### src/rtl/mem_stage.sv
// mem_stage: MEM-stage controller with req/ack data access, stack pointer and write-back register
module mem_stage #(
  parameter logic [31:0] SP_INIT = 32'h0000_FFFC,
  parameter logic [31:0] SP_STEP = 32'd4,
  parameter int          TIMEOUT = 255
) (
  input  logic        clk,
  input  logic        rst_n,
  input  logic [31:0] alu_out_in,
  input  logic [31:0] st_data_in,
  input  logic [3:0]  reg_dst_in,
  input  logic        reg_wr_in,
  input  logic        wb_sel_in,
  input  logic        mem_addr_sel_in,
  input  logic        mem_wr_in,
  input  logic [1:0]  sp_select_in,
  output logic        mem_req,
  output logic        mem_we,
  output logic [31:0] mem_addr,
  output logic [31:0] mem_wdata,
  input  logic [31:0] mem_rdata,
  input  logic        mem_ack,
  output logic        stall_out,
  output logic [31:0] wb_data_out,
  output logic [3:0]  reg_dst_out,
  output logic        reg_wr_out,
  output logic [31:0] sp_out,
  output logic        mem_err
);
  typedef enum logic {IDLE, WAIT} state_t;
  state_t      state_q;
  logic [7:0]  cnt_q;
  logic [31:0] sp_q, wb_data_q;
  logic [3:0]  reg_dst_q;
  logic        reg_wr_q, err_q;
  logic        access, push, pop, done, timeout;
  // Request, address and stall decode; the request is gated by reset so it drops immediately
  always_comb begin
    access    = wb_sel_in | mem_wr_in;
    push      = sp_select_in == 2'b01;
    pop       = sp_select_in == 2'b10;
    mem_req   = rst_n & (access | state_q == WAIT);
    mem_we    = mem_wr_in;
    mem_wdata = st_data_in;
    mem_addr  = !mem_addr_sel_in ? alu_out_in : push ? sp_q - SP_STEP : sp_q;
    done      = mem_req & mem_ack;
    timeout   = rst_n & state_q == WAIT & !mem_ack & cnt_q == 8'(TIMEOUT - 1);
    stall_out = mem_req & !mem_ack & !timeout;
  end
  // FSM, timeout counter, stack pointer and registered write-back; SP moves only on an acked access
  always_ff @(posedge clk or negedge rst_n) begin
    if (!rst_n) begin
      state_q   <= IDLE;
      cnt_q     <= '0;
      sp_q      <= SP_INIT;
      wb_data_q <= '0;
      reg_dst_q <= '0;
      reg_wr_q  <= 1'b0;
      err_q     <= 1'b0;
    end else begin
      state_q <= stall_out ? WAIT : IDLE;
      cnt_q   <= (state_q == WAIT && stall_out) ? cnt_q + 8'd1 : '0;
      err_q   <= timeout;
      if (done && push) sp_q <= sp_q - SP_STEP;
      if (done && pop) sp_q <= sp_q + SP_STEP;
      if (!stall_out && !timeout) begin
        wb_data_q <= wb_sel_in ? mem_rdata : alu_out_in;
        reg_dst_q <= reg_dst_in;
        reg_wr_q  <= reg_wr_in;
      end else begin
        reg_wr_q  <= 1'b0;
      end
    end
  end
  assign wb_data_out = wb_data_q;
  assign reg_dst_out = reg_dst_q;
  assign reg_wr_out  = reg_wr_q;
  assign sp_out      = sp_q;
  assign mem_err     = err_q;
endmodule

### config.mk
export PLATFORM = sky130hd
export DESIGN_NAME = mem_stage
export DESIGN_NICKNAME = d
export VERILOG_FILES = /design/src/rtl/mem_stage.sv
export SDC_FILE = /design/constraint.sdc
export NUM_CORES = 1
export LEC_CHECK = 0
export ABC_AREA = 1
export BUFFER_PORTS_ARGS = -buffer_cell sky130_fd_sc_hd__buf_4
export CAP_MARGIN = 10
export CORE_AREA = 2 2 85 168
export CTS_BUF_LIST = sky130_fd_sc_hd__clkbuf_16
export DETAILED_ROUTE_END_ITERATION = 12
export DIE_AREA = 0 0 87 170
export PLACE_DENSITY = 0.75
export SYNTH_ARGS = -nofsm -noshare
export SYNTH_HDL_FRONTEND = slang
export SYNTH_SLANG_ARGS = --single-unit
### constraint.sdc
create_clock -name clk -period 1.65 [get_ports clk]
set_input_delay 0.165 -clock clk [delete_from_list [all_inputs] [get_ports clk]]
set_output_delay 0.165 -clock clk [all_outputs]
set_load 0.02 [all_outputs]
=== After elaboration in Yosys (flattened, before gate mapping) ===
Index checks and enable logic that the tools add are counted.

* Bits in latches: 0
* ROM bits: 0
* Bits in writable memories: 0
* Input port bits: 109
* Logic and storage cells: 38
* Memories kept: 0
* Register bits after elaboration: 79

* Reductions and logical operators: 8
* Bitwise operators: 9
* $mul: 0
* Shift operators: 0
* Div/mod/pow operators: 0
* Equal/unequal tests: 3
* Magnitude comparators: 0
* Add/subtract/negate cells: 3
* Multiplexer cells: 8

{| class="wikitable"
|+ Operators with widths
! cell !! number
|-
| 32-bit two-way mux || 5
|-
| 32-bit by 3-bit adder with 32-bit output, second input constant || 1
|-
| 32-bit by 3-bit subtractor with 32-bit output, second input constant || 1
|-
| 8-bit by 1-bit adder with 8-bit output, second input constant || 1
|-
| 8-bit == test, second input constant || 1
|-
| 8-bit two-way mux || 1
|-
| 1-bit AND || 7
|-
| 1-bit logical AND || 4
|-
| 1-bit zero test || 3
|-
| 2-bit by 1-bit == test with 1-bit output, second input constant || 1
|-
| 2-bit == test, second input constant || 1
|-
| 1-bit two-way mux || 2
|-
| 1-bit bitwise OR || 2
|-
| 2-bit nonzero test || 1
|}

=== Longest topological paths before layout ===
Gate-level depths: netlist (run 1).

* Word-level depth: 8
* Mapped depth: 13
* Gate-level depth less buffers: 11

=== Least setup slack after synthesis (run 1) ===
OpenSTA, ideal clock, no wires.

* Kind: flip-flop to output port
* Start point: reg sp_q[2] (netlist: sp_out[2])
* End point: out mem_addr[22]
* Cell stages (with the launch flop): 10
* Data arrival time: 1.755 ns
* Path buffers: 0
* Path slack: -0.270 ns
* Required time: 1.485 ns
* Path through: dfstp_2 > inv_1 > ha_1 > nand2_1 > nor2_2 > nand2_1 > o21ai_0 > nand2_1 > nor2_1 > o21ai_1

* Longest elaborated chain between the ends: 3

{| class="wikitable"
|+ RTL lines
! item !! RTL line !! RTL
|-
| from (decl) || 33 || <nowiki>logic [31:0] sp_q, wb_data_q;</nowiki>
|-
| from (signal assigned) || 64 || <nowiki>if (done && push) sp_q <= sp_q - SP_STEP;</nowiki>
|-
| from (signal assigned) || 65 || <nowiki>if (done && pop) sp_q <= sp_q + SP_STEP;</nowiki>
|-
| 32-bit by 3-bit subtractor with 32-bit output || 45 || <nowiki>mem_addr = !mem_addr_sel_in ? alu_out_in : push ? sp_q - SP_STEP : sp_q;</nowiki>
|-
| 32-bit two-way mux (2 in series) || 45 ||
|-
| to (decl) || 19 || <nowiki>output logic [31:0] mem_addr,</nowiki>
|}

No other way between the ends.

=== Worst setup path after layout (run 1) ===
* Start point: reg sp_q[8] (netlist: sp_out[8])
* End point: out mem_addr[13]

The elaborated chain is that of the path after synthesis.

==> results of run 1 <==
==> worst max-delay path by stage <==
stage | slack, ns | end | cells after the start | start
4_1_cts | -0.49 | mem_addr[10] | 9 | sp_out[3]
3_3_place_gp | -0.40 | mem_addr[21] | 10 | sp_out[3]
5_1_grt | -0.70 | mem_addr[16] | 10 | sp_out[3]
6_report | -0.69 | mem_addr[13] | 9 | sp_out[8]
3_5_place_dp | -0.41 | mem_addr[21] | 10 | sp_out[3]
2_1_floorplan | -0.07 | sp_out[22] | 8 | sp_out[3]
==> power groups by stage <==
stage               sequential (mW)  clock [mW]  combinational [mW]
floorplan                      2.93           0                2.07
global placement               2.60           0                4.48
detailed placement             2.61           0                4.55
CTS                            2.68        2.00                5.99
global route                   2.82        2.09                7.68
finish                         2.80        2.03                7.44
==> what timing repair did <==
action	4_1_cts	5_1_grt
resized for setup	247	191
pin swaps	95	117
setup endpoints to repair	53	67
setup buffers	57	35
hold buffers	1	1
endpoints found under the hold margin	14	1
gates cloned	0	0
==> cell usage in the layout (no fill, tap or decap), types with 10 or more instances in the layout <==
master   synthesis  final
a21oi_2          0     11
buf_4           37    289
nor2_1         164    101
inv_1           55     44
a21oi_1         39     28
o21ai_1          5     15
buf_6            3     85
o21ai_2          0     18
inv_2            9     16
a31oi_1         34     32
nand3_1         47     26
nand3_2          0     13
dfrtp_1         63     57
xor2_1          24     13
xor2_2           0     10
nor2_2           8     25
nand2_1        318    242
nand2_4          0     29
dfstp_2         14     14
nand2_2          4     47
nor2_4           4     50
==> stage by stage <==
stage / std cells / total power [mW] / setup WS [ns] / hold WS [ns] / setup TNS, ns
6_report: 1419 / 12.3 / -0.689 / 0.00194 / -26.27
2_1_floorplan: 945 / 5.00 / -0.0710 / -0.131 / -0.526
4_1_cts: 1401 / 10.7 / -0.490 / 0.00972 / -17.29
5_1_grt: 1419 / 12.6 / -0.704 / -0.000842 / -29.23
3_5_place_dp: 1339 / 7.16 / -0.412 / -0.00155 / -8.21
3_3_place_gp: 1339 / 7.08 / -0.402 / -0.00551 / -7.02
==> layer usage <==
metal	wire length [µm]	vias up	share of wire, %	global-route usage, %
li1	-	3587	-	-
met2	16000	726	49	65.1
met3	2940	298	9.1	5.82
met5	0	-	0	0
met1	9920	3958	31	37.2
met4	3520	0	11	29.6
==> synthesized netlist by cell type <==
master / count
nor2_4: 4
a31oi_1: 34
buf_4: 37
nand2_2: 4
o22ai_1: 6
nor3b_1: 2
dfrtp_1: 63
and3_1: 1
xnor2_1: 1
nand2_1: 318
o21ai_1: 5
inv_1: 55
nor3_2: 1
inv_2: 9
buf_2: 20
o21a_1: 1
a21oi_1: 39
o221ai_1: 3
conb_1: 1
nand3_1: 47
nor4_1: 1
clkbuf_1: 21
o21ai_0: 35
nand3_4: 1
nand4_1: 8
nor3_1: 9
dfstp_2: 14
nor2_2: 8
o211ai_1: 1
xor2_1: 24
buf_6: 3
ha_1: 4
nor2_1: 164
==> cell families after synthesis <==
family	count (synthesis)	synth area share, %
AND/OR/NAND/NOR	568	38.9
buffers and inverters	145	12.3
AO/OA/AOI/OAI	124	11.5
flip-flops	77	32.7
XOR/XNOR	25	3.68
adder cells (fa/ha/maj)	4	0.841
other	1	0.0630
==> state kept, by name, summed over array words and instances (netlist names) <==
register     flops
state_q          1
reg_wr_out       1
cnt_q            8
reg_dst_out      4
mem_err          1
wb_data_out     32
sp_out          30
==> cell type report <==
class                      instances  area share, %
sequential                        77           18.6
clock buffer                       9           2.14
timing repair buffer             384           31.4
clock inverter                     7          0.547
tap                              155           1.84
inverter                          64           2.45
multi-input combinational        723           43.1
==> worst register-to-register path, cell delays in order (launching register included) <==
cell and delay, ns:
dfstp_2 0.62, buf_6 0.12, buf_6 0.10, buf_6 0.10, buf_8 0.12, nand2_8 0.07
nor2_4 0.20, nand2_4 0.10, buf_12 0.14, nor2_4 0.12, nand3_1 0.09, nand3_1 0.10
o21ai_1 0.08, nor2_1 0.17
==> results.sh, run 1 <==
export IMPL_outcome="finished, violations left"
export IMPL_violations_in_the_final_reports="negative setup slack"
export IMPL_hold_path_cell_count=3
export IMPL_worstPathBufferInverterCount=2
export IMPL_first_global_vias=7942
export IMPL_postSynthAreaPerCell_um2=6.30
export IMPL_synth_seq_cells=77
export IMPL_net_switching_power_mw=5.58
export IMPL_most_repeated_library_cell_on_the_critical_path="buf_4"
export IMPL_share_seq_of_total_power_pct=22.8
export IMPL_chipWidth_um=87
export IMPL_antenna_found_initial=0
export IMPL_r2r_cells=13
export IMPL_regToRegStartpoint="sp_out[6]"
export IMPL_drt_pass1_iter_count=5
export IMPL_total_leakage_power_nw=5.09
export IMPL_seqCellArea_um2=1950
export IMPL_synthesized_area_um2=5950
export IMPL_internal_power_mw=6.70
export IMPL_gr_total_overflow=0
export IMPL_drv_slew=0
export IMPL_area_growth_syn_to_layout_pct=76.7
export IMPL_power_clock_fraction_pct=16.6
export IMPL_rsz_0062_raised_after_global_routing="true"
export IMPL_min_path_type="in2reg"
export IMPL_place_gp_congestion=0.999
export IMPL_nNetsFinal=1372
export IMPL_synthCells=944
export IMPL_worst_clock_skew_ns=0.00927
export IMPL_power_frac_comb_pct=60.6
export IMPL_ctsLongestPathBuffers=2
export IMPL_yosysWarnings=0
export IMPL_seq_area_frac_synth_pct=32.7
export IMPL_diodes=0
export IMPL_drt_drc_violations_left=0
export IMPL_clockRootBuffer="clkbuf_16"
export IMPL_die_area_um2=14800
export IMPL_rows=60
export IMPL_ant_nets=0
export IMPL_achievable_frequency_mhz=428
export IMPL_tritoncts_num_sinks=77
export IMPL_post_drt_wl_per_cell_um=22.8
export IMPL_ir_drop_mv=0.822
export IMPL_critPathMaxFanout=4
export IMPL_critPathLaunchType="flop"
export IMPL_hold_end="reg_dst_out[2]"
export IMPL_layout_setup_ws_ns=-0.689
export IMPL_global_route_wire_length_before_repair_um=41600
export IMPL_worst_ep_arrival_time_ns=2.17
export IMPL_critPathMaxStageDelay_ns=0.71
export IMPL_synth_top_cells_by_area="dfrtp_1 (26%), nand2_1 (20%), nor2_1 (10%)"
export IMPL_slew_headroom_pct=41.6
export IMPL_path_cells="nor2_4, nand2_4, buf_4, nor2_2, nand2_2, xor2_1, o21ai_1, nand2_1, buf_4"
export IMPL_detail_route_wirelength_um=32300
export IMPL_reg2reg_to="sp_out[20]"
export IMPL_worstSetupPathType="reg2out"
export IMPL_globalRouteTotalUtil_pct=37.0
export IMPL_htreeDepth=3
export IMPL_multi_input_area_um2=4530
export IMPL_floorplan_core_area_um2=13400
export IMPL_final_design_area_no_fill_um2=10500
export IMPL_die_h_um=170
export IMPL_power_share_switching_pct=45.5
export IMPL_clock_transition_at_path_regs_ns=0.07
export IMPL_vias=8569
export IMPL_port_buffers=179
export IMPL_powerDensity_nw_per_um2=1170
export IMPL_crit_share_post_route_pct=142
export IMPL_cp_data_required_time_ns=1.48
export IMPL_place_detailed_hpwl_um=19000
export IMPL_cp_slowest_cell="dfstp_2"
export IMPL_crit_path_end_kind="output port"
export IMPL_initial_utilization_pct=44.3
export IMPL_num_io_pins=246
export IMPL_final_layout_size_suffix_gt1_share_pct=52.7
export IMPL_setup_violations_final=60
export IMPL_post_synth_num_cell_types=33
export IMPL_holdCritStartpoint="reg_dst_in[2]"
export IMPL_fillerInstances=835
export IMPL_final_period_minus_worst_setup_slack_ns=2.34
export IMPL_clk_insertion_delay_late_ns=0.35
export IMPL_grt_start_max_net_pins=63
export IMPL_clock_buffers_created_by_tritoncts=9
export IMPL_synth_top_area_cell="dfrtp_1"
export IMPL_tritoncts_clock_tree="built"
export IMPL_reg2reg_setup_slack_ns=-0.58
export IMPL_worstMarginPinSlew_ns=0.876
export IMPL_max_cap_violations=0
export IMPL_path_delay_family="flip-flops"
export IMPL_drt_iter0_markers=1064
export IMPL_report_final_hold_viol_count=0
export IMPL_yosys_area_top_type_share_pct=26.5
export IMPL_post_dp_cell_area_um2=8200
export IMPL_postLayoutCoreUtil_pct=78.2
export IMPL_vias_per_cell=6.04
No activity file was read; power rests on OpenSTA's default activity.
==> run 2, diff against run 1 <==
--- a/config.mk
+++ b/config.mk
@@ -13,6 +13,7 @@
 export DETAILED_ROUTE_END_ITERATION = 12
 export DIE_AREA = 0 0 87 170
 export PLACE_DENSITY = 0.75
+export RECOVER_POWER = 50
 export SYNTH_ARGS = -nofsm -noshare
 export SYNTH_HDL_FRONTEND = slang
 export SYNTH_SLANG_ARGS = --single-unit
==> run 2 against run 1 <==
Net effect:
- the flow still finishes with violations (negative setup slack)
- register-to-register slack got worse by 0.12 ns
- setup slack lost 0.0070 ns
- routed wire length about the same
- clock skew fell by 0.0017 ns
- critical path depth grew 2
- combinational power barely moved
- die area unchanged
- clock power barely moved
- via count up 0.22%
- non-clock buffer count stayed put
- worst hold slack better by 0.0010 ns
==> results.sh, run 2 (synthesized netlist as in run 1, its figures left out) <==
export IMPL_outcome="finished, violations left"
export IMPL_violations_in_the_final_reports="negative setup slack"
export IMPL_worstMarginPinSlew_ns=0.948
export IMPL_drt_iter0_markers=977
export IMPL_nNetsFinal=1372
export IMPL_min_path_type="in2reg"
export IMPL_post_dp_cell_area_um2=8200
export IMPL_chipWidth_um=87
export IMPL_clockRootBuffer="clkbuf_16"
export IMPL_clk_insertion_delay_late_ns=0.35
export IMPL_critPathMaxStageDelay_ns=0.62
export IMPL_num_io_pins=246
export IMPL_pre_cts_slack_ns=-0.412
export IMPL_final_period_minus_worst_setup_slack_ns=2.35
export IMPL_drt_pass1_iter_count=8
export IMPL_share_seq_of_total_power_pct=22.8
export IMPL_net_switching_power_mw=5.58
export IMPL_tritoncts_num_sinks=77
export IMPL_drt_drc_violations_left=0
export IMPL_hold_end="reg_dst_out[2]"
export IMPL_place_gp_congestion=0.999
export IMPL_total_leakage_power_nw=5.07
export IMPL_cp_slowest_cell="dfstp_2"
export IMPL_power_frac_comb_pct=60.7
export IMPL_power_share_switching_pct=45.4
export IMPL_path_cells="buf_6, buf_6, buf_6, buf_8, nand2_8, nor3_4, nand3_4, buf_6, o21ai_0, a21oi_1, nor2_1"
export IMPL_hold_path_cell_count=3
export IMPL_global_route_wire_length_before_repair_um=41600
export IMPL_gr_total_overflow=0
export IMPL_htreeDepth=3
export IMPL_final_layout_size_suffix_gt1_share_pct=52.4
export IMPL_slew_headroom_pct=36.8
export IMPL_area_growth_syn_to_layout_pct=76.4
export IMPL_grt_start_max_net_pins=63
export IMPL_max_cap_violations=0
export IMPL_power_clock_fraction_pct=16.5
export IMPL_crit_path_end_kind="flop"
export IMPL_powerDensity_nw_per_um2=1170
export IMPL_clock_buffers_created_by_tritoncts=9
export IMPL_initial_utilization_pct=44.3
export IMPL_die_h_um=170
export IMPL_seqCellArea_um2=1950
export IMPL_critPathMaxFanout=3
export IMPL_vias_per_cell=6.05
export IMPL_globalRouteTotalUtil_pct=37.0
export IMPL_ctsLongestPathBuffers=2
export IMPL_setup_violations_final=69
export IMPL_reg2reg_to="sp_out[22]"
export IMPL_regToRegStartpoint="sp_out[6]"
export IMPL_layout_cells_most_common_list="buf_4 (284), nand2_1 (242), nor2_1 (101)"
export IMPL_worst_clock_skew_ns=0.00756
export IMPL_rsz_0062_raised_after_global_routing="true"
export IMPL_rows=60
export IMPL_multi_input_area_um2=4530
export IMPL_place_detailed_hpwl_um=19000
export IMPL_crit_share_post_route_pct=142
export IMPL_diodes=0
export IMPL_vias=8588
export IMPL_final_design_area_no_fill_um2=10500
export IMPL_achievable_frequency_mhz=426
export IMPL_floorplan_core_area_um2=13400
export IMPL_first_global_vias=7942
export IMPL_fillerInstances=840
export IMPL_totalPowerFinal_mw=12.3
export IMPL_die_area_um2=14800
export IMPL_reg2reg_setup_slack_ns=-0.70
export IMPL_tritoncts_clock_tree="built"
export IMPL_layout_setup_ws_ns=-0.696
export IMPL_ant_nets=0
export IMPL_critPathLaunchType="flop"
export IMPL_post_drt_wl_per_cell_um=22.8
export IMPL_port_buffers=179
export IMPL_drv_slew=0
export IMPL_max_reg_flops=32
export IMPL_worstSetupPathType="reg2reg"
export IMPL_report_final_hold_viol_count=0
export IMPL_cp_data_required_time_ns=1.93
export IMPL_ir_drop_mv=0.816
export IMPL_postLayoutCoreUtil_pct=78.1
export IMPL_clock_transition_at_path_regs_ns=0.07
export IMPL_internal_power_mw=6.69
export IMPL_layout_commonest_cell="buf_4"
export IMPL_holdCritStartpoint="reg_dst_in[2]"
export IMPL_worst_ep_arrival_time_ns=2.62
export IMPL_r2r_cells=11
export IMPL_most_repeated_library_cell_on_the_critical_path="buf_6"
export IMPL_detail_route_wirelength_um=32400
export IMPL_antenna_found_initial=0
[run 2: cell count changes in the layout (fill, tap and decap cells not counted)]
cell	delta
buf_4	-5
clkbuf_1	+4
clkbuf_4	+1
clkdlybuf4s25_1	+1
dlymetal6s4s_1	-1
[run 2: critical path: cells and delay by family, from the launching register on]
kind / cells / cell delay, ns
simple gates: 4 / 0.50
flops: 1 / 0.62
compound gates: 2 / 0.56
buf+inv: 5 / 0.58
[run 2: per-layer routing]
layer / routed length, µm / vias to the layer above / GRT usage (%)
li1: - / 3584 / -
met1: 9860 / 3958 / 37.2
met2: 15900 / 727 / 65.1
met3: 2950 / 319 / 5.82
met4: 3640 / 0 / 29.6
met5: 0 / - / 0
[run 2: power groups by stage]
stage               sequential [mW]  clock [mW]  combinational (mW)
floorplan                      2.93           0                2.07
global route                   2.82        2.09                7.68
detailed placement             2.61           0                4.55
global placement               2.60           0                4.48
finish                         2.80        2.02                7.45
CTS                            2.68        2.00                5.99
[run 2: worst max path at each step]
| stage | from | to | slack [ns] | depth (start not counted) |
|---|---|---|---|---|
| CTS | sp_out[3] | mem_addr[10] | -0.49 | 9 |
| global route | sp_out[3] | mem_addr[16] | -0.70 | 10 |
| detailed placement | sp_out[3] | mem_addr[21] | -0.41 | 10 |
| floorplan | sp_out[3] | sp_out[22] | -0.07 | 8 |
| finish | sp_out[6] | sp_out[22] | -0.70 | 11 |
| global placement | sp_out[3] | mem_addr[21] | -0.40 | 10 |
[run 2: cell type report]
| class | count | share of cell area (%) |
|---|---|---|
| Clock buffer | 9 | 2.15 |
| Clock inverter | 7 | 0.548 |
| Inverter | 64 | 2.46 |
| Multi-Input combinational cell | 723 | 43.1 |
| Sequential cell | 77 | 18.6 |
| Tap cell | 155 | 1.85 |
| Timing Repair Buffer | 384 | 31.3 |
[run 2: metrics by stage]
step / cells / hold slack [ns] / setup TNS, ns
floorplan: 945 / -0.131 / -0.526
global placement: 1339 / -0.00551 / -7.02
detailed placement: 1339 / -0.00155 / -8.21
CTS: 1401 / 0.00972 / -17.29
global route: 1419 / -0.000842 / -30.69
finish: 1419 / 0.00296 / -28.39
[run 2: what timing repair did]
action                     CTS  global route
setup buffers               57            35
hold endpoints to repair    14             1
hold buffers                 1             1
resized for setup          247           191
pin swaps                   95           117
setup endpoints to repair   53            67
